## config.mk

```make
export PLATFORM = sky130hd
export DESIGN_NAME = spi_cmd_ram_v2
export DESIGN_NICKNAME = d
export VERILOG_FILES = /design/src/rtl/spi_cmd_ram_v2.sv
export SDC_FILE = /design/constraint.sdc
export NUM_CORES = 2
export LEC_CHECK = 0
export CAP_MARGIN = 20
export CELL_PAD_IN_SITES_DETAIL_PLACEMENT = 0
export CELL_PAD_IN_SITES_GLOBAL_PLACEMENT = 2
export CORE_ASPECT_RATIO = 1.1
export CORE_UTILIZATION = 55
export CTS_CLUSTER_SIZE = 8
export DETAILED_ROUTE_END_ITERATION = 12
export GPL_ROUTABILITY_DRIVEN = 0
export PLACE_DENSITY = 0.95
export SYNTH_ARGS = -nofsm -noshare
export SYNTH_HDL_FRONTEND = slang
export SYNTH_SLANG_ARGS = --single-unit
```

## constraint.sdc

```tcl
create_clock -name clk -period 8.1 [get_ports clk]
set_input_delay 2.43 -clock clk [delete_from_list [all_inputs] [get_ports clk]]
set_output_delay 2.43 -clock clk [all_outputs]
set_load 0.05 [all_outputs]
```

## src/rtl/spi_cmd_ram_v2.sv

```systemverilog
// spi_cmd_ram_v2: single-port command RAM sitting behind an SPI slave.
// Command words carry a 2-bit opcode and a payload:
//   00 set write address, 01 write data, 10 set read address, 11 read.
// Read data goes back to the SPI transmit side over a valid/ready handshake.
// Optional feature: define SPI_CMD_RAM_AUTO_INC_EN to post-increment the write
// address after every data write and the read address after every read.
module spi_cmd_ram_v2 #(
  parameter int unsigned DATA_WIDTH = 8,
  parameter int unsigned ADDR_SIZE  = 8,
  parameter int unsigned MEM_DEPTH  = 256,
  parameter int unsigned PAYLOAD_W  = 8
) (
  input  logic                  clk,
  input  logic                  rst,
  input  logic [PAYLOAD_W+1:0]  din,
  input  logic                  rx_valid,
  output logic                  rx_ready,
  output logic [DATA_WIDTH-1:0] dout,
  output logic                  tx_valid,
  input  logic                  tx_ready,
  output logic                  overrun,
  output logic                  addr_err
);

  localparam int unsigned MemAw = (MEM_DEPTH > 1) ? $clog2(MEM_DEPTH) : 1;
  // One extra bit so MEM_DEPTH == 2**ADDR_SIZE is representable.
  localparam logic [ADDR_SIZE:0] DepthW = (ADDR_SIZE + 1)'(MEM_DEPTH);

  typedef enum logic [1:0] {
    StIdle,
    StRd,
    StHold
  } state_e;

  typedef enum logic [1:0] {
    OpWrAddr = 2'b00,
    OpWrData = 2'b01,
    OpRdAddr = 2'b10,
    OpRead   = 2'b11
  } op_e;

  state_e                state_q;
  logic                  rx_ready_q;
  logic [DATA_WIDTH-1:0] dout_q;
  logic                  tx_valid_q;
  logic                  overrun_q;
  logic                  addr_err_q;
  logic [ADDR_SIZE-1:0]  wr_addr_q;
  logic [ADDR_SIZE-1:0]  rd_addr_q;

  logic [DATA_WIDTH-1:0] mem [MEM_DEPTH];

  op_e                   opcode;
  logic [ADDR_SIZE-1:0]  pl_addr;
  logic [DATA_WIDTH-1:0] pl_data;
  logic                  accept;
  logic                  wr_in_range;
  logic                  rd_in_range;
  logic                  unused_din;

  assign opcode  = op_e'(din[PAYLOAD_W+1:PAYLOAD_W]);
  assign pl_addr = din[ADDR_SIZE-1:0];
  assign pl_data = din[DATA_WIDTH-1:0];
  // Upper payload bits beyond both fields are don't-care.
  assign unused_din = ^din;

  // rx_ready_q is high exactly in StIdle, so it doubles as the acceptance gate.
  assign accept      = rx_valid && rx_ready_q;
  assign wr_in_range = {1'b0, wr_addr_q} < DepthW;
  assign rd_in_range = {1'b0, rd_addr_q} < DepthW;

`ifdef SPI_CMD_RAM_AUTO_INC_EN
  localparam logic [ADDR_SIZE:0] LastW = (ADDR_SIZE + 1)'(MEM_DEPTH - 1);

  logic [ADDR_SIZE-1:0] wr_addr_inc;
  logic [ADDR_SIZE-1:0] rd_addr_inc;

  // Wrapping increments; anything at or past the last word wraps to 0.
  always_comb begin
    wr_addr_inc = wr_addr_q + 1'b1;
    rd_addr_inc = rd_addr_q + 1'b1;
    if ({1'b0, wr_addr_q} >= LastW) wr_addr_inc = '0;
    if ({1'b0, rd_addr_q} >= LastW) rd_addr_inc = '0;
  end
`endif

  // Memory write port: only in-range data writes accepted in StIdle.
  always_ff @(posedge clk) begin
    if (!rst && accept && (opcode == OpWrData) && wr_in_range) begin
      mem[wr_addr_q[MemAw-1:0]] <= pl_data;
    end
  end

  // Command decode, read sequencing and all registered outputs.
  always_ff @(posedge clk) begin
    if (rst) begin
      state_q    <= StIdle;
      rx_ready_q <= 1'b1;
      dout_q     <= '0;
      tx_valid_q <= 1'b0;
      overrun_q  <= 1'b0;
      addr_err_q <= 1'b0;
      wr_addr_q  <= '0;
      rd_addr_q  <= '0;
    end else begin
      // Any command offered outside StIdle is dropped with a one-cycle flag.
      overrun_q <= rx_valid && !rx_ready_q;
      unique case (state_q)
        StIdle: begin
          if (accept) begin
            unique case (opcode)
              OpWrAddr: wr_addr_q <= pl_addr;
              OpWrData: begin
                if (!wr_in_range) addr_err_q <= 1'b1;
`ifdef SPI_CMD_RAM_AUTO_INC_EN
                wr_addr_q <= wr_addr_inc;
`endif
              end
              OpRdAddr: rd_addr_q <= pl_addr;
              OpRead: begin
                state_q    <= StRd;
                rx_ready_q <= 1'b0;
              end
              default: ;
            endcase
          end
        end
        StRd: begin
          tx_valid_q <= 1'b1;
          state_q    <= StHold;
          if (rd_in_range) begin
            dout_q <= mem[rd_addr_q[MemAw-1:0]];
          end else begin
            dout_q     <= '0;
            addr_err_q <= 1'b1;
          end
`ifdef SPI_CMD_RAM_AUTO_INC_EN
          rd_addr_q <= rd_addr_inc;
`endif
        end
        StHold: begin
          if (tx_ready) begin
            tx_valid_q <= 1'b0;
            rx_ready_q <= 1'b1;
            state_q    <= StIdle;
          end
        end
        default: begin
          state_q    <= StIdle;
          rx_ready_q <= 1'b1;
          tx_valid_q <= 1'b0;
        end
      endcase
    end
  end

  assign rx_ready = rx_ready_q;
  assign dout     = dout_q;
  assign tx_valid = tx_valid_q;
  assign overrun  = overrun_q;
  assign addr_err = addr_err_q;

endmodule

```

==> flow_metrics.env <==
export IMPL_outcome="finished, final reports clean"
export IMPL_cts_sinks=2077
export IMPL_synth_mux_area_fraction_pct=16.0
export IMPL_h_tree_depth=5
export IMPL_final_setup_viol_count=0
export IMPL_io_buffers=24
export IMPL_min_path_type="register to register"
export IMPL_cts_setup_buffers=0
export IMPL_fillers=9303
export IMPL_worstPathArrival_ns=6.03
export IMPL_ios=26
export IMPL_timing_rr_start="rd_addr_q[1]"
export IMPL_hold_violations=0
export IMPL_clkTransAtPathRegs_ns=0.05
export IMPL_synth_flop_cell="edfxtp_1"
export IMPL_power_uw=23700
export IMPL_synth_xor_area_share_pct=0
export IMPL_crit_start="rst"
export IMPL_maxSlewViolCount=0
export IMPL_grt_use_total_pct=29.6
export IMPL_clockRootBuffer="clkbuf_16"
export IMPL_slowest_stage="nand3_1"
export IMPL_overflow=0
export IMPL_fp_dieH_um=404
export IMPL_antenna_found_initial=9
export IMPL_max_cap_violations=0
export IMPL_slew_headroom_pct=13.3
export IMPL_cp_required_ns=8.60
export IMPL_vias_per_cell=6.94
export IMPL_path_cells="clkdlybuf4s50_1 > buf_4 > nand2b_1 > or3_1 > nor3b_1 > nand3_1 > buf_4 > nor2_1"
export IMPL_cts_tree="built"
export IMPL_worstMarginPinSlew_ns=1.30
export IMPL_avgRoutedWirePerCell_um=36.0
export IMPL_synthSimpleGateAreaFrac_pct=3.04
export IMPL_ys_ff_latch=2077
export IMPL_yosysWarnings=0
export IMPL_p_leak_uw=0.0275
export IMPL_std_cell_rows=147
export IMPL_clk_latency_ns=0.91
export IMPL_syn_nets=3866
export IMPL_dp_hpwl_um=123000
export IMPL_cts_resized=0
export IMPL_rsz0062_at_grt="false"
export IMPL_totalWireLength_um=216000
export IMPL_drtIter0Drc=6518
export IMPL_dr_pass1_iters=6
export IMPL_coreArea_sq_mm=0.146
export IMPL_critical_path_class="primary input to register"
export IMPL_clockBufferDepth=4
export IMPL_synth_compound_area_share_pct=2.33
export IMPL_initial_utilization_pct=55.4
export IMPL_critPathMaxFanout=24
export IMPL_async_reset_ff_share_pct=0
export IMPL_timing_critical_path_mode_cell="buf_4"
export IMPL_synthAdderAreaFrac_pct=0
export IMPL_max_freq_ghz=0.181
export IMPL_syn_inst=3852
export IMPL_whs_ns=0.491
export IMPL_endpoint="mem[78][0]"
export IMPL_ant_nets=0
export IMPL_die_x_um=367
export IMPL_synth_area_sq_mm=0.0808
export IMPL_cp_slowest_stage_delay_ns=0.67
export IMPL_drc=0
export IMPL_period_needed_ns=5.53
export IMPL_grt_pass1_wl_um=311000
export IMPL_synth_edff_count=2048
export IMPL_synth_area_per_cell_sq_um=21.0
export IMPL_endpoint_kind="register"
export IMPL_rr_worst_depth=10
export IMPL_synth_top_family_by_area="multiplexers"
export IMPL_yosysSeqAreaShare_pct=76.9
export IMPL_ir_worst_vdd_uv=203
export IMPL_r2r_setup_slack_ns=3.56
export IMPL_period_share_pct=68.2
export IMPL_setup_tns_ns=0
export IMPL_vias=41800
export IMPL_r2r_end="dout[3]"
export IMPL_area_growth_pct=12.7
export IMPL_finalCoreUtilization_pct=62.4
export IMPL_synthDistinctLibCells=64
export IMPL_grt_max_degree=174
export IMPL_power_density_mw_per_mm2=260
export IMPL_cp_start_kind="primary input"
export IMPL_cts_buffers=309
export IMPL_finClkSkew_ns=0.0325
export IMPL_grt_pass1_vias=42400
export IMPL_die_area_sq_mm=0.148
export IMPL_drive_above_1_share_pct=22.7
export IMPL_nNetsFinal=4052
export IMPL_cts_hold_buf=0
[stage by stage]
| step | cell area [sq um] | setup slack, ns | std cells |
|---|---|---|---|
| final | 91000 | 2.57 | 6019 |
| after global routing | 91000 | 2.56 | 6014 |
| after CTS | 91000 | 2.72 | 6014 |
| after detailed placement | 82900 | 1.85 | 5664 |
| after global placement | 82900 | 1.93 | 5662 |
| after floorplan | 80800 | 3.42 | 3852 |
[metal layers]
metal	global-route usage, %	up-vias	share of wire (%)
met4	14.4	4	5.2
met5	0	-	0.010
met1	39.4	21400	35
met2	46.1	3480	48
li1	-	16200	-
met3	7.64	646	12
[state kept, by name, summed over array words and instances, names as in the netlist]
name,cells
mem,2048
wr_addr_q,8
dout,8
state_q,2
tx_valid,1
rd_addr_q,8
overrun,1
rx_ready,1
[worst min path at each step]
stage,startpoint,to,slack [ns],cells after the start
4_1_cts,state_q[1],state_q[1],0.49,2
3_3_place_gp,state_q[1],state_q[1],0.47,2
6_report,state_q[1],state_q[1],0.49,2
2_1_floorplan,state_q[1],state_q[1],0.45,2
3_5_place_dp,state_q[1],state_q[1],0.48,2
5_1_grt,state_q[1],state_q[1],0.52,2
[power by group]
part	switching [uW]	internal [uW]	leakage (uW)
Sequential	17.7	11800	0.0186
Combinational	528	232	0.00494
Clock	4250	6850	0.00396
Total	4790	18900	0.0275
[kinds of logic after synthesis]
group | count (synthesis)
compound gates | 274
buf+inv | 230
flops | 2077
mux | 686
other cells | 1
simple gates | 584
[cell type report]
cell class                      count  area (sq um)  share of cell area [%]
Clock buffer                      345          8020                    8.81
Sequential cell                  2077         62100                    68.2
Clock inverter                      5          62.6                  0.0687
Antenna cell                        5          12.5                  0.0137
Tap cell                         1937          2420                    2.66
Timing Repair Buffer              101          1070                    1.17
Inverter                            4          20.0                  0.0220
Multi-Input combinational cell   1545         17300                    19.0
[Yosys cell counts, types with 3 or more instances]
cell	n	area [sq um]
edfxtp_1	2048	61500
mux4_2	486	10900
nor2_1	334	1250
mux2i_1	190	1900
nand2_1	125	469
clkbuf_1	94	353
buf_2	53	265
o22ai_1	51	319
a21oi_1	49	245
o221ai_1	40	350
buf_6	39	439
o21ai_0	36	180
nand3_1	33	165
dfxtp_1	29	581
nor3_1	26	130
buf_4	17	128
buf_1	16	60.1
nor2b_1	16	100
a31oi_1	15	93.8
a221oi_1	12	105
a22oi_1	12	90.1
mux2_2	10	113
nand4_1	10	62.6
a211oi_1	9	67.6
o211ai_1	9	67.6
nand2b_1	8	50.1
nor3b_1	6	45.0
o31ai_1	6	45.0
a221o_1	5	50.1
and2_1	5	31.3
buf_8	5	75.1
a2111oi_0	4	35.0
a32oi_1	3	26.3
inv_1	3	11.3
nand3b_1	3	22.5
nor4_1	3	18.8
or2_2	3	18.8
[placed cells by master, fill, tap and decap left out, types with 15 or more instances in the layout]
master	instances
a21oi_1	49
a31oi_1	15
buf_12	17
buf_4	59
clkbuf_1	29
clkbuf_16	316
clkdlybuf4s50_1	16
dfxtp_1	24
edfxtp_1	2048
mux2i_1	190
mux4_2	486
nand2_1	121
nand3_1	33
nor2_1	334
nor2b_1	15
nor3_1	25
o21ai_0	36
o221ai_1	40
o22ai_1	51
[worst max-delay path: cells and delay by family]
| family | cells | cell delay (ns) |
|---|---|---|
| AND/OR/NAND/NOR | 5 | 2.46 |
| buffers and inverters | 3 | 1.12 |
Power figures use the tool's default switching activity.
